### config.mk
export PLATFORM = sky130hd
export DESIGN_NAME = mem_port_arbiter
export DESIGN_NICKNAME = d
export VERILOG_FILES = /design/src/rtl/mem_port_arbiter.sv
export SDC_FILE = /design/constraint.sdc
export NUM_CORES = 1
export LEC_CHECK = 0
export BUFFER_PORTS_ARGS = -buffer_cell sky130_fd_sc_hd__buf_2
export CAP_MARGIN = 10
export CORE_AREA = 2 2 342 344
export CTS_CLUSTER_DIAMETER = 30
export DETAILED_ROUTE_END_ITERATION = 8
export DIE_AREA = 0 0 344 346
export GPL_TIMING_DRIVEN = 0
export PLACE_DENSITY = 0.34
export SYNTH_ARGS = -nofsm -noshare
export SYNTH_HDL_FRONTEND = slang
export SYNTH_SLANG_ARGS = --single-unit
export TNS_END_PERCENT = 5
### constraint.sdc
create_clock -name clk_i -period 10.82 [get_ports clk_i]
set_clock_uncertainty 0.15 [all_clocks]
set_input_delay 3.246 -clock clk_i [delete_from_list [all_inputs] [get_ports clk_i]]
set_output_delay 3.246 -clock clk_i [all_outputs]
set_load 0.005 [all_outputs]
### src/rtl/mem_port_arbiter.sv
// Round-robin arbiter sharing one byte-masked memory port among NUM_REQ requesters,
// with hold back-pressure and per-requester lock. Define MEM_ARB_STATS_EN for the contention counter.
module mem_port_arbiter #(
  parameter int unsigned NUM_REQ    = 4,
  parameter int unsigned DATA_BYTE  = 8,
  parameter int unsigned ADDR_SIZE  = 32,
  parameter int unsigned STAT_WIDTH = 16
) (
  input  logic                             clk_i,
  input  logic                             rst_ni,
  input  logic [NUM_REQ-1:0]               useEnable_i,
  input  logic [NUM_REQ-1:0]               useIsWrite_i,
  input  logic [NUM_REQ-1:0]               useLock_i,
  input  logic [NUM_REQ*DATA_BYTE-1:0]     useWriteMask_i,
  input  logic [NUM_REQ*ADDR_SIZE-1:0]     useAddr_i,
  input  logic [NUM_REQ*DATA_BYTE*8-1:0]   useWriteData_i,
  output logic [NUM_REQ*DATA_BYTE*8-1:0]   useReadData_o,
  output logic [NUM_REQ-1:0]               useReadValid_o,
  output logic [NUM_REQ-1:0]               useHold_o,
  output logic                             memEnable_o,
  output logic                             memIsWrite_o,
  output logic [DATA_BYTE-1:0]             memWriteMask_o,
  output logic [ADDR_SIZE-1:0]             memAddr_o,
  output logic [DATA_BYTE*8-1:0]           memWriteData_o,
  input  logic [DATA_BYTE*8-1:0]           memReadData_i,
  input  logic                             memHold_i,
  input  logic                             statClear_i,
  output logic [STAT_WIDTH-1:0]            statWait_o
);

  localparam int unsigned IDX_W = $clog2(NUM_REQ);
  localparam int unsigned DW    = DATA_BYTE * 8;

  typedef enum logic [1:0] {IDLE, BUSY, LOCKED} state_e;

  state_e           state_q, state_d;
  logic [IDX_W-1:0] owner_q, owner_d;
  logic [IDX_W-1:0] rr_ptr_q, rr_ptr_d;
  logic [IDX_W-1:0] rd_owner_q, rd_owner_d;
  logic             rd_valid_q, rd_valid_d;

  logic             sel_valid;
  logic [IDX_W-1:0] sel_idx;
  logic [IDX_W-1:0] cand;
  logic             accept;

  function automatic logic [IDX_W-1:0] next_idx(input logic [IDX_W-1:0] i);
    return (32'(i) == NUM_REQ - 1) ? '0 : i + IDX_W'(1);
  endfunction

  // Nothing is selected while in reset, which forces mem outputs low and hold = enable.
  always_comb begin
    sel_valid = 1'b0;
    sel_idx   = '0;
    cand      = '0;
    if (rst_ni) begin
      if (state_q == IDLE) begin
        for (int unsigned k = 0; k < NUM_REQ; k++) begin
          cand = IDX_W'((32'(rr_ptr_q) + k) % NUM_REQ);
          if (!sel_valid && useEnable_i[cand]) begin
            sel_valid = 1'b1;
            sel_idx   = cand;
          end
        end
      end else begin
        sel_valid = 1'b1;
        sel_idx   = owner_q;
      end
    end
  end

  always_comb begin
    memEnable_o    = 1'b0;
    memIsWrite_o   = 1'b0;
    memWriteMask_o = '0;
    memAddr_o      = '0;
    memWriteData_o = '0;
    if (sel_valid) begin
      memEnable_o    = useEnable_i[sel_idx];
      memIsWrite_o   = useIsWrite_i[sel_idx];
      memWriteMask_o = useWriteMask_i[32'(sel_idx)*DATA_BYTE +: DATA_BYTE];
      memAddr_o      = useAddr_i[32'(sel_idx)*ADDR_SIZE +: ADDR_SIZE];
      memWriteData_o = useWriteData_i[32'(sel_idx)*DW +: DW];
    end
    accept = sel_valid & useEnable_i[sel_idx] & ~memHold_i;
    for (int unsigned i = 0; i < NUM_REQ; i++) begin
      useHold_o[i] = useEnable_i[i] & ~(sel_valid & (sel_idx == IDX_W'(i)) & ~memHold_i);
    end
  end

  always_comb begin
    state_d    = state_q;
    owner_d    = owner_q;
    rr_ptr_d   = rr_ptr_q;
    rd_valid_d = accept & ~useIsWrite_i[sel_idx];
    rd_owner_d = (accept & ~useIsWrite_i[sel_idx]) ? sel_idx : rd_owner_q;
    unique case (state_q)
      IDLE: begin
        if (sel_valid) begin
          if (memHold_i) begin
            state_d = BUSY;
            owner_d = sel_idx;
          end else if (useLock_i[sel_idx]) begin
            state_d = LOCKED;
            owner_d = sel_idx;
          end else begin
            rr_ptr_d = next_idx(sel_idx);
          end
        end
      end
      BUSY: begin
        // An owner abandoning its stalled request forfeits without advancing the pointer.
        if (!useEnable_i[owner_q]) begin
          state_d = IDLE;
        end else if (!memHold_i) begin
          if (useLock_i[owner_q]) begin
            state_d = LOCKED;
          end else begin
            state_d  = IDLE;
            rr_ptr_d = next_idx(owner_q);
          end
        end
      end
      LOCKED: begin
        if (!useLock_i[owner_q] && (!useEnable_i[owner_q] || !memHold_i)) begin
          state_d  = IDLE;
          rr_ptr_d = next_idx(owner_q);
        end
      end
      default: state_d = IDLE;
    endcase
  end

  always_ff @(posedge clk_i or negedge rst_ni) begin
    if (!rst_ni) begin
      state_q    <= IDLE;
      owner_q    <= '0;
      rr_ptr_q   <= '0;
      rd_owner_q <= '0;
      rd_valid_q <= 1'b0;
    end else begin
      state_q    <= state_d;
      owner_q    <= owner_d;
      rr_ptr_q   <= rr_ptr_d;
      rd_owner_q <= rd_owner_d;
      rd_valid_q <= rd_valid_d;
    end
  end

  always_comb begin
    useReadValid_o = '0;
    useReadData_o  = '0;
    for (int unsigned i = 0; i < NUM_REQ; i++) begin
      if (rd_valid_q && (rd_owner_q == IDX_W'(i))) begin
        useReadValid_o[i]         = 1'b1;
        useReadData_o[i*DW +: DW] = memReadData_i;
      end
    end
  end

`ifdef MEM_ARB_STATS_EN
  logic [STAT_WIDTH-1:0] stat_q, stat_d;
  logic                  contention;

  always_comb begin
    contention = 1'b0;
    for (int unsigned i = 0; i < NUM_REQ; i++) begin
      if (sel_valid && (sel_idx != IDX_W'(i)) && useEnable_i[i]) contention = 1'b1;
    end
    stat_d = stat_q;
    if (statClear_i) begin
      stat_d = '0;
    end else if (contention && (stat_q != '1)) begin
      stat_d = stat_q + STAT_WIDTH'(1);
    end
  end

  always_ff @(posedge clk_i or negedge rst_ni) begin
    if (!rst_ni) stat_q <= '0;
    else         stat_q <= stat_d;
  end

  assign statWait_o = stat_q;
`else
  logic stat_clear_unused;
  assign stat_clear_unused = statClear_i;
  assign statWait_o        = '0;
`endif

endmodule
==> results.sh, run 1 <==
export IMPL_ys_warn_count=0
export IMPL_post_route_cell_area_sq_um=12800
export IMPL_maxSlewHeadroom=0.240
export IMPL_placed_area_sq_um=12700
export IMPL_rrSetupSlack_ns=6.00
export IMPL_worst_r2r_path_depth=11
export IMPL_core_area_sq_um=115000
export IMPL_outcome="complete, no violations"
export IMPL_fin_cells=3561
export IMPL_synthArstFlopShare=1.00
export IMPL_clkLatencyLatePin_ns=0.26
export IMPL_critPathMaxFanout=11
export IMPL_startpoint_type="input port"
export IMPL_clkPwrFrac=0.040
export IMPL_swShare=0.639
export IMPL_final_util=0.111
export IMPL_crit_type="in2out"
export IMPL_final_nets=2527
export IMPL_first_global_vias=11600
export IMPL_avgRoutedWirePerCell_microns=23.0
export IMPL_fin_crit_sh=0.995
export IMPL_synth_cell_types=52
export IMPL_setup_viol=0
export IMPL_clockRootBuffer="clkbuf_16"
export IMPL_area_growth_pct=100
export IMPL_htreeDepth=1
export IMPL_syn_area_per_cell_sq_um=5.61
export IMPL_drt_iter0_drc=654
export IMPL_ctsLongestPathBuffers=2
export IMPL_antenna_found_initial=49
export IMPL_finalHoldViolCount=0
export IMPL_critPathMostFrequentCell="clkbuf_1"
export IMPL_max_freq_mhz=92.9
export IMPL_cp_arrival_ns=7.37
export IMPL_crit_chain="clkbuf_1 > a21oi_1 > o31ai_4 > clkbuf_1 > clkbuf_1 > a311oi_1 > buf_2"
export IMPL_synth_area_sq_um=6400
export IMPL_cts_num_sinks=9
export IMPL_slew_violations=0
export IMPL_power_density_nw_per_um2=149
export IMPL_crit_slowest_cell="o31ai_4"
export IMPL_path_clk_slew_ns=0.05
export IMPL_synth_top_cell_area_share=0.253
export IMPL_switchingPower_uw=1220
export IMPL_die_h_microns=346
export IMPL_tritoncts="built"
export IMPL_grt_setup_unrepaired="no"
export IMPL_ios=882
export IMPL_numCtsBuffers=3
export IMPL_worst_pin_slew_ns=1.14
export IMPL_cts_setup_buffers=0
export IMPL_drt_first_pass_iters=5
export IMPL_worst_ep_required_time_ns=7.42
export IMPL_place_congestion=0.912
export IMPL_drt_wl_total_mm=81.7
export IMPL_ys_seq_elements=9
export IMPL_rows=125
export IMPL_die_x_microns=344
export IMPL_cp_depth=7
export IMPL_drive_gt1_frac=0.447
export IMPL_total_power_uw=1910
export IMPL_internal_power_uw=691
export IMPL_grt_pass1_wl_mm=104
export IMPL_synth_edf_count=0
export IMPL_worst_path_largest_cell_delay_ns=0.84
export IMPL_holdBufCountCts=0
export IMPL_synth_top_area_cell="and2_1"
export IMPL_design_die_area_sq_um=119000
export IMPL_p_leak_uw=0.00695
export IMPL_crit_buf_inv=4
export IMPL_end_kind="output pin"
export IMPL_ir_drop_mv=0.0630
export IMPL_comb_power_share=0.924
export IMPL_via_count=12000
export IMPL_dp_cells=3541
export IMPL_hold_depth=2
export IMPL_ys_flop_type="dfrtp_1"
export IMPL_postRouteAntennaNets=0
export IMPL_start_util=0.0555
export IMPL_synth_area_leaders="and2_1, nand2_1, a311oi_1"
export IMPL_drc_errors=0
export IMPL_final_min_clock_period_ns=10.76
export IMPL_max_cap_viol_count=0
export IMPL_critical_path_top_delay_family="buffers and inverters"
export IMPL_grt_total_usage=0.129
export IMPL_grt_max_degree=17
export IMPL_via_per_inst=3.36
export IMPL_hold_class="reg2reg"
export IMPL_p_seq_frac=0.036
export IMPL_gr_total_overflow=0
export IMPL_ys_seq_area_frac=0.0352
export IMPL_syn_instance_count=1141
export IMPL_hpwl_mm=73.3
export IMPL_port_buffers=860
export IMPL_timing_hold_ws_ns=0.476
## repair_timing
action / CTS / global route
resized for setup: 0 / 4
setup endpoints to repair: 0 / 2
endpoints found under the hold margin: 0 / 0
## cells in the mapped netlist, types with 3 or more instances
| master | instances |
|---|---|
| a21boi_0 | 4 |
| inv_1 | 8 |
| and2_1 | 259 |
| and3_1 | 107 |
| ha_1 | 9 |
| clkbuf_1 | 107 |
| dfrtp_1 | 9 |
| a311oi_1 | 105 |
| mux4_2 | 4 |
| nor3_1 | 3 |
| a22oi_1 | 3 |
| a21oi_1 | 7 |
| nor2b_1 | 6 |
| nand2_1 | 430 |
| buf_2 | 5 |
| mux2_2 | 4 |
| buf_4 | 16 |
| nor2_1 | 10 |
| o21ai_0 | 5 |
| mux2i_1 | 3 |
## registers in the layout, summed over array words and instances (netlist names)
| name | flops |
|---|---|
| rd_valid_q | 1 |
| state_q | 2 |
| rd_owner_q | 2 |
| rr_ptr_q | 2 |
| owner_q | 2 |
## tightest hold or removal path, delay by kind of cell, from the launching register on
| kind | cells | cell delay, ns |
|---|---|---|
| AO/OA/AOI/OAI | 2 | 0.18 |
| flip-flops | 1 | 0.41 |
## power by group through the flow
| stage | sequential [uW] | clock, uW | combinational [uW] |
|---|---|---|---|
| final | 68.5 | 75.8 | 1770 |
| after global placement | 68.9 | 0 | 1810 |
| after detailed placement | 68.9 | 0 | 1800 |
| after CTS | 69.0 | 80.4 | 1810 |
| after global routing | 71.1 | 82.6 | 1920 |
| after floorplan | 57.9 | 0 | 858 |
## metrics by stage
step / setup slack (ns) / TNS [ns]
2_1_floorplan: 2.15 / 0
3_3_place_gp: -0.438 / -6.86
3_5_place_dp: 0.0572 / 0
4_1_cts: 0.0657 / 0
5_1_grt: 0.0727 / 0
6_report: 0.0580 / 0
## cell families after synthesis
logic type	after synthesis	synth area share
AND/OR/NAND/NOR	825	0.634
AO/OA/AOI/OAI	146	0.195
buffers and inverters	140	0.0924
multiplexers	11	0.0258
adder cells (fa/ha/maj)	9	0.0176
flip-flops	9	0.0352
other	1	0.000585
## area by class of cell
class                      instances  area (sq um)
fill                           13900        103000
clock inverter                     1          5.00
inverter                          10          37.5
multi-input combinational       1007          5650
buffer                           130           557
timing repair buffer             861          4320
sequential                         9           225
tap                             1524          1910
clock buffer                       3          75.1
antenna                           16          40.0
## metal layers
metal	share of wire	global-route usage	wire length [microns]
met5	0.00029	0	24
met4	0.018	0.0210	1460
met3	0.063	0.0195	5170
met2	0.50	0.234	41000
met1	0.42	0.161	34100
## cell usage in the layout (no fill, tap or decap), types with 9 or more instances in the layout
master    netlist  routed
a311oi_1      105     105
and2_1        259     259
and3_1        107     107
buf_2           5     865
buf_4          16      16
clkbuf_1      107     105
conb_1          1      16
dfrtp_1         9       9
diode_2         0      16
ha_1            9       9
nand2_1       430     430
nor2_1         10      10
## worst paths after layout
kind                                 from             to
hold / removal                 state_q[0]     state_q[0]
min in group asynchronous          rst_ni     rd_valid_q
setup / recovery           useEnable_i[3]  memAddr_o[23]
setup reg to reg               state_q[0]    rr_ptr_q[1]
hold reg to reg                state_q[0]     state_q[0]
max in group asynchronous          rst_ni     state_q[0]
Power figures use the tool's default switching activity.
==> run 2, diff against run 1 <==
--- a/config.mk
+++ b/config.mk
@@ -7,11 +7,12 @@
 export LEC_CHECK = 0
 export BUFFER_PORTS_ARGS = -buffer_cell sky130_fd_sc_hd__buf_2
 export CAP_MARGIN = 10
-export CORE_AREA = 2 2 342 344
+export CORE_AREA = 2 2 339 341
 export CTS_CLUSTER_DIAMETER = 30
 export DETAILED_ROUTE_END_ITERATION = 8
-export DIE_AREA = 0 0 344 346
+export DIE_AREA = 0 0 341 343
 export GPL_TIMING_DRIVEN = 0
+export HOLD_SLACK_MARGIN = 0.06
 export PLACE_DENSITY = 0.34
 export SYNTH_ARGS = -nofsm -noshare
 export SYNTH_HDL_FRONTEND = slang
==> constraint.sdc (replaced) <==
create_clock -name clk_i -period 10.82 [get_ports clk_i]
set_clock_uncertainty 0.15 [all_clocks]
set_input_delay 2.164 -clock clk_i [delete_from_list [all_inputs] [get_ports clk_i]]
set_output_delay 2.164 -clock clk_i [all_outputs]
set_load 0.005 [all_outputs]
==> run 2 against run 1 <==
  * Largest cell class unchanged
  * Core utilization grew 0.21 points
  * Critical endpoint is now memWriteMask_o[7]
  * Critical path type unchanged
  * Cell count is essentially flat
  * Final area grew 0.11%
  * Setup slack gained 2.0 ns
==> results.sh, run 2 (synthesis results as in run 1) <==
export IMPL_core_area_sq_um=113000
export IMPL_worst_pin_slew_ns=1.11
export IMPL_max_freq_mhz=114
export IMPL_drt_first_pass_iters=7
export IMPL_rows=124
export IMPL_final_min_clock_period_ns=8.80
export IMPL_p_leak_uw=0.00695
export IMPL_postRouteAntennaNets=0
export IMPL_max_cap_viol_count=0
export IMPL_port_buffers=860
export IMPL_critPathMaxFanout=11
export IMPL_hold_class="reg2reg"
export IMPL_drc_errors=0
export IMPL_hpwl_mm=77.1
export IMPL_drive_gt1_frac=0.446
export IMPL_startpoint_type="input port"
export IMPL_grt_setup_unrepaired="no"
export IMPL_ctsLongestPathBuffers=2
export IMPL_numCtsBuffers=3
export IMPL_tritoncts="built"
export IMPL_grt_pass1_wl_mm=109
export IMPL_end_kind="output pin"
export IMPL_avgRoutedWirePerCell_microns=24.5
export IMPL_area_growth_pct=100
export IMPL_cts_setup_buffers=0
export IMPL_ir_drop_mv=0.0572
export IMPL_gr_total_overflow=0
export IMPL_power_density_nw_per_um2=150
export IMPL_die_x_microns=341
export IMPL_path_clk_slew_ns=0.04
export IMPL_clkLatencyLatePin_ns=0.24
export IMPL_grt_total_usage=0.139
export IMPL_finalHoldViolCount=0
export IMPL_outcome="complete, no violations"
export IMPL_place_congestion=0.921
export IMPL_design_die_area_sq_um=117000
export IMPL_ios=882
export IMPL_drt_iter0_drc=639
export IMPL_die_h_microns=343
export IMPL_cts_resized=0
export IMPL_clockRootBuffer="clkbuf_16"
export IMPL_final_cell_mix="buf_2, nand2_1, and2_1"
export IMPL_start_util=0.0565
export IMPL_grt_max_degree=17
export IMPL_maxSlewHeadroom=0.257
export IMPL_drt_wl_total_mm=87.2
export IMPL_setup_viol=0
export IMPL_first_global_vias=11500
export IMPL_mostFrequentLayoutCell="buf_2"
export IMPL_cts_num_sinks=9
export IMPL_crit_type="in2out"
export IMPL_final_nets=2527
export IMPL_via_count=12200
export IMPL_antenna_found_initial=59
export IMPL_tns_ns=0
export IMPL_holdBufCountCts=0
export IMPL_cp_arrival_ns=6.49
export IMPL_htreeDepth=1
export IMPL_slew_violations=0
export IMPL_final_util=0.113
export IMPL_via_per_inst=3.44
export IMPL_worst_ep_required_time_ns=8.51
export IMPL_fin_crit_sh=0.814
==> run 2: worst max-delay path, stage by stage <==
cell      delay [ns]
buf_2           0.19
nor2b_1         0.16
o21ai_0         0.18
and4_1          0.25
clkbuf_1        0.78
clkbuf_1        0.88
clkbuf_1        0.90
nand2_1         0.12
a311oi_1        0.53
buf_2           0.29
==> run 2: area by class of cell <==
type / instances / area (sq um)
multi-input combinational: 1007 / 5640
timing repair buffer: 861 / 4330
antenna: 25 / 62.6
tap: 1512 / 1890
inverter: 10 / 37.5
clock buffer: 3 / 75.1
fill: 13600 / 101000
clock inverter: 1 / 5.00
sequential: 9 / 225
buffer: 130 / 554
==> run 2: final timing paths <==
| kind | slack, ns | to | cells after the start | start |
|---|---|---|---|---|
| min in group asynchronous | 1.68 | state_q[1] | 1 | rst_ni |
| worst min-delay path | 0.46 | state_q[0] | 2 | state_q[0] |
| worst max register to register | 5.64 | rr_ptr_q[1] | 11 | state_q[0] |
| worst max-delay path | 2.02 | memWriteMask_o[7] | 10 | useEnable_i[0] |
| worst min register to register | 0.46 | state_q[0] | 2 | state_q[0] |
| max in group asynchronous | 8.57 | rr_ptr_q[0] | 1 | rst_ni |
==> run 2: layer usage <==
metal,global-route usage,vias to the layer above,part of all wire
li1,-,5632,-
met1,0.176,5770,0.42
met2,0.246,712,0.49
met3,0.0304,101,0.080
met4,0.0179,12,0.014
met5,0,-,0.00079
==> run 2: metrics by stage <==
stage	hold slack (ns)	cells	cell area (sq um)	total power [uW]	setup WS [ns]
after detailed placement	0.443	3529	12700	1890	1.36
after global placement	0.441	3528	12700	1900	1.36
after CTS	0.456	3533	12800	1970	1.43
after global routing	0.475	3535	12800	2100	1.35
after floorplan	0.391	1156	6460	916	4.32
final	0.461	3558	12800	1920	2.02
==> run 2: power by group <==
group          leakage, uW  internal (uW)  total (uW)  switching, uW
Sequential        0.000114           47.4        63.1           15.7
Combinational      0.00679            590        1790           1200
Clock            0.0000410           49.1        69.1           20.1
